`config.mk`:
```
export PLATFORM = sky130hd
export DESIGN_NAME = sram_transpose_engine
export DESIGN_NICKNAME = d
export VERILOG_FILES = /design/src/rtl/attn_pkg.sv /design/src/rtl/transpose_addr_gen.sv /design/src/rtl/sram_transpose_engine.sv
export SDC_FILE = /design/constraint.sdc
export NUM_CORES = 1
export LEC_CHECK = 0
export ABC_AREA = 1
export CAP_MARGIN = 5
export CORE_MARGIN = 2
export CORE_UTILIZATION = 50
export DETAILED_ROUTE_END_ITERATION = 10
export HOLD_SLACK_MARGIN = 0.03
export PLACE_DENSITY = 0.77
export SYNTH_ARGS = -nofsm -noshare
export SYNTH_HDL_FRONTEND = slang
export SYNTH_HIERARCHICAL = 1
export SYNTH_SLANG_ARGS = --single-unit
```
`constraint.sdc`:
```
create_clock -name clk -period 2.3 [get_ports clk]
set_input_delay 0.23 -clock clk [delete_from_list [all_inputs] [get_ports clk]]
set_output_delay 0.23 -clock clk [all_outputs]
set_load 0.05 [all_outputs]
```
`src/rtl/attn_pkg.sv`:
```
// Shared defaults and FSM state encoding for the SRAM transpose engine.
package attn_pkg;

    localparam int unsigned ADDR_W_DEFAULT = 16;
    localparam int unsigned DATA_W_DEFAULT = 32;
    localparam int unsigned DIM_W          = 16;

    typedef enum logic [1:0] {
        StIdle,
        StRead,
        StDrain
    } state_e;

endpackage

```
`src/rtl/transpose_addr_gen.sv`:
```
// Row/column walk over the source matrix with incremental source and
// transposed destination pointers; no multipliers, everything wraps.
module transpose_addr_gen
    import attn_pkg::*;
#(
    parameter int unsigned ADDR_W = ADDR_W_DEFAULT
) (
    input  logic              clk_i,
    input  logic              rst_ni,
    input  logic              load_i,
    input  logic              step_i,
    input  logic [DIM_W-1:0]  num_rows_i,
    input  logic [DIM_W-1:0]  num_cols_i,
    input  logic [ADDR_W-1:0] src_base_i,
    input  logic [ADDR_W-1:0] dst_base_i,
    output logic [ADDR_W-1:0] src_addr_o,
    output logic [ADDR_W-1:0] dst_addr_o,
    output logic              last_o
);

    logic [DIM_W-1:0]  rows_q, rows_d, cols_q, cols_d;
    logic [DIM_W-1:0]  row_q, row_d, col_q, col_d;
    logic [ADDR_W-1:0] src_q, src_d, dst_q, dst_d;
    logic [ADDR_W-1:0] row_dst_q, row_dst_d;
    logic              row_end;

    assign row_end    = (col_q == cols_q - DIM_W'(1));
    assign last_o     = row_end && (row_q == rows_q - DIM_W'(1));
    assign src_addr_o = src_q;
    assign dst_addr_o = dst_q;

    always_comb begin
        rows_d    = rows_q;
        cols_d    = cols_q;
        row_d     = row_q;
        col_d     = col_q;
        src_d     = src_q;
        dst_d     = dst_q;
        row_dst_d = row_dst_q;
        if (load_i) begin
            rows_d    = num_rows_i;
            cols_d    = num_cols_i;
            row_d     = '0;
            col_d     = '0;
            src_d     = src_base_i;
            dst_d     = dst_base_i;
            row_dst_d = dst_base_i;
        end else if (step_i && !last_o) begin
            src_d = src_q + ADDR_W'(1);
            if (row_end) begin
                // Next source row maps to the next destination column start.
                col_d     = '0;
                row_d     = row_q + DIM_W'(1);
                row_dst_d = row_dst_q + ADDR_W'(1);
                dst_d     = row_dst_q + ADDR_W'(1);
            end else begin
                col_d = col_q + DIM_W'(1);
                dst_d = dst_q + ADDR_W'(rows_q);
            end
        end
    end

    always_ff @(posedge clk_i or negedge rst_ni) begin
        if (!rst_ni) begin
            rows_q    <= '0;
            cols_q    <= '0;
            row_q     <= '0;
            col_q     <= '0;
            src_q     <= '0;
            dst_q     <= '0;
            row_dst_q <= '0;
        end else begin
            rows_q    <= rows_d;
            cols_q    <= cols_d;
            row_q     <= row_d;
            col_q     <= col_d;
            src_q     <= src_d;
            dst_q     <= dst_d;
            row_dst_q <= row_dst_d;
        end
    end

endmodule

```
`src/rtl/sram_transpose_engine.sv`:
```
// Transposes an R x C matrix between SRAMs: one read per cycle, each read
// becomes a registered write two cycles later.
module sram_transpose_engine
    import attn_pkg::*;
#(
    parameter int unsigned ADDR_W = ADDR_W_DEFAULT,
    parameter int unsigned DATA_W = DATA_W_DEFAULT
) (
    input  logic              clk,
    input  logic              reset_n,
    input  logic              start_valid,
    output logic              start_ready,
    input  logic [DIM_W-1:0]  num_rows,
    input  logic [DIM_W-1:0]  num_cols,
    input  logic [ADDR_W-1:0] src_base_address,
    input  logic [ADDR_W-1:0] dst_base_address,
    output logic [ADDR_W-1:0] src_read_address,
    input  logic [DATA_W-1:0] src_read_data,
    output logic              dst_write_enable,
    output logic [ADDR_W-1:0] dst_write_address,
    output logic [DATA_W-1:0] dst_write_data,
    output logic              done
);

    state_e            state_q, state_d;
    logic              done_q, done_d;
    logic              rd_vld_q;
    logic [ADDR_W-1:0] rd_dst_q;
    logic              we_q;
    logic [ADDR_W-1:0] waddr_q;
    logic [DATA_W-1:0] wdata_q;

    logic              nonzero, load, step, last;
    logic [ADDR_W-1:0] dst_addr;

    assign nonzero = (|num_rows) && (|num_cols);
    assign step    = (state_q == StRead);

    transpose_addr_gen #(
        .ADDR_W (ADDR_W)
    ) u_addr_gen (
        .clk_i      (clk),
        .rst_ni     (reset_n),
        .load_i     (load),
        .step_i     (step),
        .num_rows_i (num_rows),
        .num_cols_i (num_cols),
        .src_base_i (src_base_address),
        .dst_base_i (dst_base_address),
        .src_addr_o (src_read_address),
        .dst_addr_o (dst_addr),
        .last_o     (last)
    );

    always_comb begin
        state_d     = state_q;
        load        = 1'b0;
        start_ready = 1'b0;
        unique case (state_q)
            StIdle: begin
                start_ready = 1'b1;
                if (start_valid) begin
                    load    = nonzero;
                    state_d = nonzero ? StRead : StDrain;
                end
            end
            StRead:  if (last) state_d = StDrain;
            // Empty once the final read has left the first stage; its write
            // is already on the output this cycle.
            StDrain: if (!rd_vld_q) state_d = StIdle;
            default: state_d = StIdle;
        endcase
        done_d = (state_q == StDrain) && (state_d == StIdle);
    end

    always_ff @(posedge clk or negedge reset_n) begin
        if (!reset_n) begin
            state_q  <= StIdle;
            done_q   <= 1'b0;
            rd_vld_q <= 1'b0;
            rd_dst_q <= '0;
            we_q     <= 1'b0;
            waddr_q  <= '0;
            wdata_q  <= '0;
        end else begin
            state_q  <= state_d;
            done_q   <= done_d;
            rd_vld_q <= step;
            we_q     <= rd_vld_q;
            if (step) rd_dst_q <= dst_addr;
            if (rd_vld_q) begin
                waddr_q <= rd_dst_q;
                wdata_q <= src_read_data;
            end
        end
    end

    assign dst_write_enable  = we_q;
    assign dst_write_address = waddr_q;
    assign dst_write_data    = wdata_q;
    assign done              = done_q;

endmodule

```
## After elaboration in Yosys (flattened, before gate mapping)

Index checks and enable logic that the tools add are counted.
W data, S select, Z words.

| operators by class | value |
|---|---|
| add/sub/neg operators | 7 |
| equal/unequal tests | 4 |
| multiplexer cells | 22 |
| reductions and logical operators | 12 |

Operator list:

| operator | number |
|---|---|
| $mux W16 | 14 |
| $add A16 B1 Y16 const B | 4 |
| $eq A16 B16 Y1 | 2 |
| $reduce_or A16 Y1 | 2 |
| $sub A16 B1 Y16 const B | 2 |
| $add A16 B16 Y16 | 1 |
| $mux W2 | 4 |
| $pmux W2 S3 | 1 |
| $logic_and A1 B1 Y1 | 4 |
| $logic_not A2 Y1 | 2 |
| $reduce_bool A2 Y1 | 2 |
| $mux W1 | 3 |
| $eq A2 B1 Y1 const B | 1 |
| $eq A2 B2 Y1 const B | 1 |
| $reduce_and A2 Y1 | 1 |
| $logic_not A1 Y1 | 1 |

| word-level totals | value |
|---|---|
| register bits after elaboration | 181 |
| bits of input ports | 99 |

## Longest topological paths before layout

Gate-level depths: netlist of the first run.

| depth | value |
|---|---|
| depth after elaboration | 7 |
| depth in mapped cells | 21 |

## Cells and area by module

Netlist of the first run, hierarchy kept.

By module, submodules not included:

| module | instances | cells an instance | area each (µm²) |
|---|---|---|---|
| transpose_addr_gen | 1 | 1341 | 8657.1 |
| sram_transpose_engine | 1 | 222 | 2952.8 |

## Worst setup path before layout of the first run

Ideal clock, no wire load.

| timing path | value |
|---|---|
| path type | register -> register |
| start point | register state_q[0] |
| end point | register u_addr_gen.src_q[12] (netlist: u_addr_gen/src_addr_o[12]) |
| setup time | 0.069 ns |
| data arrival time | 2.488 ns |
| required time | 2.231 ns |
| path slack | -0.257 ns |
| cell stages (with the launch flop) | 11 |
| buffers on the path | 3 |
| period minus slack after synthesis | 2.557 ns |
| path through | dfrtp_1 nor2_1 nand2_1 inv_1 nand3_1 inv_1 clkbuf_1 clkbuf_1 buf_1 nand2_1 nand3_1 |

| on the way | value |
|---|---|
| longest elaborated chain between the ends | 3 |
| elaborated cells on any way between the ends | 6 |
| those cells by class | eq/ne (1); mux (2); reduce/logical (3) |

RTL lines:

| item | line | source |
|---|---|---|
| start, declared | sram_transpose_engine.sv:25 | `state_e state_q, state_d;` |
| start signal, assigned | sram_transpose_engine.sv:78 | `state_q <= StIdle;` |
| start signal, assigned | sram_transpose_engine.sv:86 | `state_q <= state_d;` |
| $logic_not A2 Y1 * | sram_transpose_engine.sv:59 | `unique case (state_q)` |
| $mux W1 * | sram_transpose_engine.sv:59 |  |
| named net load | sram_transpose_engine.sv:33 | `logic nonzero, load, step, last;` |
| $mux W16 or $reduce_bool A2 Y1 (tied branches) | n/a |  |
| end signal, assigned | transpose_addr_gen.sv:77 | `src_q <= src_d;` |
| end, declared | transpose_addr_gen.sv:23 | `logic [ADDR_W-1:0] src_q, src_d, dst_q, dst_d;` |

The timed path passes the listed nets; every way through them passes the cells marked *.
A chain may end at the register's enable or synchronous reset.

## Final worst setup path of the first run

| timing path | value |
|---|---|
| start point | register u_addr_gen.cols_q[4] |
| end point | register u_addr_gen.col_q[5] |

| on the way | value |
|---|---|
| longest elaborated chain between the ends | 6 |
| elaborated cells on any way between the ends | 9 |
| those cells by class | add/sub (1); eq/ne (1); mux (3); reduce/logical (4) |

RTL lines:

| item | line | source |
|---|---|---|
| start, declared | transpose_addr_gen.sv:21 | `logic [DIM_W-1:0] rows_q, rows_d, cols_q, cols_d;` |
| start signal, assigned | transpose_addr_gen.sv:74 | `cols_q <= cols_d;` |
| $sub A16 B1 Y16 * | transpose_addr_gen.sv:27 | `assign row_end = (col_q == cols_q - DIM_W'(1));` |
| $eq A16 B16 Y1 * | transpose_addr_gen.sv:27 |  |
| $logic_and A1 B1 Y1 | transpose_addr_gen.sv:28 | `assign last_o = row_end && (row_q == rows_q - DIM_W'(1));` |
| $logic_not A1 Y1 | transpose_addr_gen.sv:48 | `end else if (step_i && !last_o) begin` |
| $logic_and A1 B1 Y1 | transpose_addr_gen.sv:48 |  |
| $reduce_bool A2 Y1 (no source line) | n/a |  |
| end signal, assigned | transpose_addr_gen.sv:76 | `col_q <= col_d;` |
| end, declared | transpose_addr_gen.sv:22 | `logic [DIM_W-1:0] row_q, row_d, col_q, col_d;` |

Every way passes the cells marked *; elsewhere a longest branch is shown, timed or not. The select of a mux whose other input is x is not followed.

==> reports/metrics.cfg, run 1 <==
[status]
status=complete, but fails checks
violations=negative setup slack

[global_routing]
grt_pass1_wl_um=52200
antenna_found_initial=0
first_global_vias=10700
gr-total-overflow=0
grt_use_total_pct=26.5
grt_max_degree=62

[floorplanning]
die_h_um=156
start_util_pct=51.1
core_area_um2=22700
dieArea_um2=24500
io_pins=166
num_rows=55
fp.dieW_um=156

[setup_path]
cpMostUsedCell=nand2_1
critPathMaxStageDelay_ps=450
endpoint=u_addr_gen/col_q[5]$_DFFE_PN0P_
r2r_end=u_addr_gen/col_q[5]$_DFFE_PN0P_
r2r.worst_path.cells=15
regToRegSetupSlack_ps=-90
cp-startpoint=u_addr_gen/cols_q[4]$_DFFE_PN0P_
crit_slowest_cell=dfrtp_2
startpoint_type=flop
criticalPathCategory=flop to flop
critPathMaxFanout=7
worstPathRequired_ps=2610
worstReg2RegStart=u_addr_gen/cols_q[4]$_DFFE_PN0P_
path_cells=nor2_2 -> nand2_1 -> nor2_4 -> nand3b_1 -> nand2_1 -> nand2_1 -> nor2_1 -> nand2_1 -> nor2_4 -> nand2_4 -> nand2_8 -> nand2_8 -> clkbuf_16 -> nand2_2 -> o21ai_2
cp-end-kind=flop
arrival_ps=2710

[placed_design]
port_buffers=165
place.gp.congestion=0.956
dp_hpwl_um=23600
placed_cells=2041
dpl_worst_slack_ps=-137

[detailed_routing]
wire_per_inst_um=16.5
ant_nets=0
routed.top_layer=met4
drt_first_iter_violations=1178
m1WireLength_um=15000
first_pass_iters=6
via_per_inst=5.51
wl_met2_um=16000
vias=11600
route.detailed.drc=0
wl_met3_um=2680
wl_um=34800

[logic_synthesis]
ys_seq_area_share_pct=39.0
syn_avg_cell_area_um2=7.43
syn_inst=1563
syn-num-nets=1684
netlist_area_um2=11600
yosysWarnings=6
synth_flop_cell=dfrtp_1
synth.ff_latch_count=181
async_flop_share_pct=100
yosysUniqueCellTypes=38
synth-edff-count=0

[timing]
slew_violations=0
timing.fmax_ghz=0.418
min_period_ps=2390
hold_ws_ps=361
worst_slew_pin_slew_ps=608
min_period_over_period_pct=104
max_slew_margin_pct=59.5
tns_ps=-1910
layout_setup_ws_ps=-92.4
hold_viol=0
final-setup-viol-count=70
rsz0062_at_grt=yes
skew_ps=12.3

[power_and_ir_drop]
p_sw_w=0.00872
clock_power_share_pct=15.1
vdd_drop_max_mv=0.926
cellPowerDensity_nw_per_um2=1190
p_int_w=0.00984
leakage_nw=7.73
finalPower_w=0.0186
swShare_pct=47.0
seq_power_share_pct=30.0
pwr-share-comb_pct=54.9

[clock_tree]
cts_buffers=17
cts-root-buf=clkbuf_16
tritoncts=done
cts_max_level=4
cts.sinks=181
clockBufferDepth=2
worstSkewPairLatency_ps=430
path_clk_slew_ps=70

[finish]
num-fill-cells=1742
diodes=0
drive_gt1_share_pct=19.6
syn_to_final_growth_pct=34.5
nets=1930
fin_cells=2107

[hold_path]
hp-class=primary input to flop

[run]
timing.max_cap.violations=0

==> cell type report <==
cell class                      instances  area, um2  share of cell area [%]
Sequential cell                       181       4540                    29.1
Timing Repair Buffer                  278       2910                    18.7
Multi-Input combinational cell       1210       6790                    43.5
Clock inverter                         13        116                   0.745
Clock buffer                           19        433                    2.77
Tap cell                              285        357                    2.28
Inverter                              121        458                    2.93
==> critical path: cells and delay by family, from the launching register on <==
family	cells	cell delay [ps]
compound gates	1	80
buf+inv	1	200
simple gates	13	1540
flops	1	450
==> synth_stat cells, types with 6 or more instances <==
master      n  area [um2]
nand4_1    14        87.6
inv_1     114         428
a21oi_1    16        80.1
nand3b_1   14         105
clkbuf_1   19        71.3
nor3_1     25         125
o21ai_0    67         335
nand2_1   594        2230
nand2_2     8        50.1
buf_4       7        52.6
buf_2      12        60.1
xor2_1     50         438
ha_1       21         263
mux2_4     48         721
dfrtp_1   181        4530
xnor2_1    28         245
inv_2       6        22.5
nor2_1    136         510
nor2_2     12        75.1
nand3_1   143         716
==> state kept, by name (all words and copies together) (netlist names) <==
signal / count
done: 1
dst_write_address: 16
dst_write_data: 32
dst_write_enable: 1
rd_dst_q: 16
rd_vld_q: 1
state_q: 2
u_addr_gen/col_q: 16
u_addr_gen/cols_q: 16
u_addr_gen/dst_addr_o: 16
u_addr_gen/row_dst_q: 16
u_addr_gen/row_q: 16
u_addr_gen/rows_q: 16
u_addr_gen/src_addr_o: 16
==> routing by layer <==
metal,global-route usage [%],up-vias
met2,42.9,570
li1,-,5481
met4,10.1,0
met3,3.88,95
met5,0,-
met1,36.2,5457
==> kinds of logic after synthesis <==
family / count (synthesis) / share of synthesized area, %
buffers and inverters: 173 / 6.99
flip-flops: 181 / 39.0
adder cells (fa/ha/maj): 22 / 2.44
XOR/XNOR: 78 / 5.88
AND/OR/NAND/NOR: 970 / 35.3
AO/OA/AOI/OAI: 90 / 4.07
multiplexers: 49 / 6.29
==> layout by cell type, fill, tap and decap left out, types with 13 or more instances in the layout <==
cell type	count
buf_4	74
nand4_1	14
ha_1	18
nor2_4	16
nand3_2	23
inv_2	13
clkbuf_16	24
clkdlybuf4s50_1	164
o21ai_0	48
nand3b_1	14
nand3_1	122
buf_12	16
nand2_2	46
xnor2_1	28
nand2_1	545
inv_1	106
xor2_1	50
nor2_1	117
nor3_1	24
nor2_2	19
mux2_4	48
dfrtp_1	170
==> per-stage QoR <==
| step | util [%] | cell area (um2) |
|---|---|---|
| 6_report | 68.8 | 15600 |
| 5_1_grt | 68.8 | 15600 |
| 4_1_cts | 64.9 | 14700 |
| 3_5_place_dp | 61.8 | 14000 |
| 3_3_place_gp | 61.8 | 14000 |
| 2_1_floorplan | - | 11600 |
==> worst min-delay path by stage <==
stage	start	end	slack (ps)	depth (start not counted)
after global routing	num_rows[10]	u_addr_gen/rows_q[10]$_DFFE_PN0P_	390	3
after floorplan	reset_n	done$_DFF_PN0_	-70	0
final	num_rows[9]	u_addr_gen/rows_q[9]$_DFFE_PN0P_	360	3
after detailed placement	reset_n	dst_write_address[0]$_DFFE_PN0P_	250	1
after global placement	reset_n	dst_write_address[0]$_DFFE_PN0P_	250	1
after CTS	num_rows[9]	u_addr_gen/rows_q[9]$_DFFE_PN0P_	360	3
==> power by group through the flow <==
stage                     Clock, W  Sequential (W)  Combinational [W]
after floorplan                  0         0.00629            0.00529
after CTS                  0.00284         0.00546            0.00921
after global routing       0.00299         0.00571             0.0111
after global placement           0         0.00547            0.00886
final                      0.00280         0.00557             0.0102
after detailed placement         0         0.00550            0.00901
==> what timing repair did <==
action,in CTS,in global routing
buffers inserted,8,12
hold endpoints to repair,57,0
gates resized for setup,19,179
pin swaps,6,16
hold buffers,1,0
endpoints found under the setup margin,78,82
gates cloned,1,12
Power figures use the tool's default switching activity.
==> run 2, diff against run 1 <==
CORE_UTILIZATION = 31   (was 50)
PLACE_DENSITY = unset   (was 0.77)
==> run 2 against run 1 <==
The flow still finishes with violations (negative setup slack). First-iteration DRC count down 36%. Maximum frequency up 1.2%. Sequential cell count unchanged. Count of clock-buffer cells in the layout down 1. Sequential power down 2%. Cell count up 9.8%. Clock power up 14%. Die area up 60%. Routed wire length up 2.2%. Highest routed layer is now met5. Largest power group unchanged. Non-clock buffer count up 22. Global-route usage down 8.8 points.
==> reports/metrics.cfg, run 2 (same netlist as run 1, synthesis figures left out) <==
[setup_path]
arrival_ps=2690  ; -20 ps
path_cells=nor2_2 -> nand2_2 -> buf_12 -> nor2_4 -> nand3_2 -> nand2_1 -> nand3_2 -> nor2_2 -> nand2_2 -> nor2_4 -> nand2_4 -> nand2_8 -> nand2_8 -> clkbuf_16 -> nand2_1 -> o21ai_1
startpoint_type=flop
critPathMaxFanout=7  ; unchanged
worstReg2RegStart=u_addr_gen/cols_q[3]$_DFFE_PN0P_
crit_family=simple AND/OR/NAND/NOR gates
cp-end-kind=flop
cp-startpoint=u_addr_gen/cols_q[3]$_DFFE_PN0P_
crit_slowest_cell=dfrtp_1
cp_num_buf_inv=2  ; +1
worstPathRequired_ps=2630  ; +20 ps
critPathMaxStageDelay_ps=450  ; about the same
criticalPathCategory=flop to flop

[detailed_routing]
vias=11100  ; -4.0%
ant_nets=0  ; unchanged
wire_per_inst_um=15.4  ; -6.9%
via_per_inst=4.81  ; -13%
wl_um=35600  ; +2.2%
route.detailed.drc=0  ; unchanged
first_pass_iters=5  ; -1
drt_first_iter_violations=754  ; -36%

[clock_tree]
cts_buffers=17  ; unchanged
clockBufferDepth=2  ; unchanged
cts.sinks=181  ; unchanged
cts-root-buf=clkbuf_16
path_clk_slew_ps=80  ; about the same
worstSkewPairLatency_ps=450  ; +20 ps
tritoncts=done
cts_max_level=4  ; unchanged

[timing]
layout_setup_ws_ps=-64.2  ; +28.2 ps
final-setup-viol-count=73  ; +4.3%
rsz0062_at_grt=yes
timing.fmax_ghz=0.423  ; +1.2%
max_slew_margin_pct=62.6  ; +3.2 points
worst_slew_pin_slew_ps=559  ; -49.5 ps
slew_violations=0  ; unchanged
min_period_over_period_pct=103  ; -1.2 points
tns_ps=-2620  ; -701 ps
skew_ps=12.1  ; -0.222 ps
min_period_ps=2360  ; -28.2 ps
hold_viol=0  ; unchanged

[global_routing]
grt_use_total_pct=17.7  ; -8.8 points
gr-total-overflow=0  ; unchanged
antenna_found_initial=1  ; +1
first_global_vias=10700  ; -0.51%
grt_pass1_wl_um=54800  ; +5.1%
grt_max_degree=50  ; -19%

[placed_design]
place.gp.congestion=0.899  ; -6.0%
dpl_cell_area_um2=14400  ; +3.0%
dp_hpwl_um=25200  ; +6.8%
placed_cells=2251  ; +10%
port_buffers=165  ; unchanged

[floorplanning]
dieArea_um2=39000  ; +60%
io_pins=166  ; unchanged
start_util_pct=31.6  ; -20 points
num_rows=70  ; +27%
die_h_um=198  ; +26%
fp.dieW_um=198  ; +26%
core_area_um2=36800  ; +62%

[power_and_ir_drop]
leakage_nw=7.82  ; +1.2%
vdd_drop_max_mv=0.858  ; -7.3%
cellPowerDensity_nw_per_um2=1190  ; -0.16%
finalPower_w=0.0188  ; +1.4%

[finish]
final_common_cell=nand2_1
syn_to_final_growth_pct=36.6
nets=1954  ; +1.2%
fin_cells=2314  ; +9.8%
diodes=0  ; unchanged
fin_area_um2=15900  ; +1.6%
final_cell_mix=nand2_1 (565), dfrtp_1 (170), clkdlybuf4s50_1 (164), nand3_1 (137), nor2_1 (115)
drive_gt1_share_pct=18.4  ; -1.3 points
largest_register_ffs=32  ; unchanged
num-fill-cells=3681  ; +110%

[status]
violations=negative setup slack
status=complete, but fails checks

[hold_path]
hp-class=primary input to async pin

[run]
timing.max_cap.violations=0  ; unchanged

==> run 2: routing by layer <==
layer | share of wire, % | track usage (%)
met1 | 48 | 24.2
met2 | 45 | 28.4
met3 | 5.3 | 3.14
met4 | 1.9 | 5.65
met5 | 0.037 | 0
==> run 2: where the power goes <==
part	leakage, nW	internal [W]	switching, W	total, W
registers	2.23	0.00427	0.00121	0.00548
clock network	0.298	0.00177	0.00141	0.00318
logic	5.29	0.00430	0.00585	0.0102
==> run 2: metrics by stage <==
step	util, %	setup WS, ps	hold WS [ps]
2_1_floorplan	-	104	-65.6
4_1_cts	41.7	-1.86	322
3_3_place_gp	39.3	-124	228
6_report	43.1	-64.2	331
5_1_grt	43.1	-178	357
3_5_place_dp	39.3	-156	230
==> run 2: path summary, 6_finish.rpt <==
check / depth (start not counted) / slack [ps] / to
max in group asynchronous: 3 / 1230 / u_addr_gen/dst_addr_o[0]$_DFFE_PN0P_
worst min-delay path: 2 / 330 / u_addr_gen/col_q[14]$_DFFE_PN0P_
worst max register to register: 16 / -60 / u_addr_gen/col_q[5]$_DFFE_PN0P_
min in group clk: 3 / 350 / u_addr_gen/rows_q[12]$_DFFE_PN0P_
worst min register to register: 2 / 490 / rd_dst_q[15]$_DFFE_PN0P_
worst max-delay path: 16 / -60 / u_addr_gen/col_q[5]$_DFFE_PN0P_
==> run 2: layout make-up <==
| type | count | area [um2] | share of cell area (%) |
|---|---|---|---|
| multi-input cells | 1212 | 6660 | 42.0 |
| flip-flops and latches | 181 | 4550 | 28.7 |
| repair buffers | 300 | 2990 | 18.8 |
| well taps | 468 | 586 | 3.69 |
| inverters | 121 | 460 | 2.90 |
| clock buffers | 18 | 439 | 2.77 |
| clock inverters | 14 | 188 | 1.18 |
==> run 2: timing repair <==
item / CTS / global route
setup endpoints to repair: 80 / 82
endpoints found under the hold margin: 44 / 0
hold buffers: 1 / 0
gates cloned: 2 / 12
buffers inserted: 9 / 9
gates resized for setup: 44 / 80
pin swaps: 9 / 24
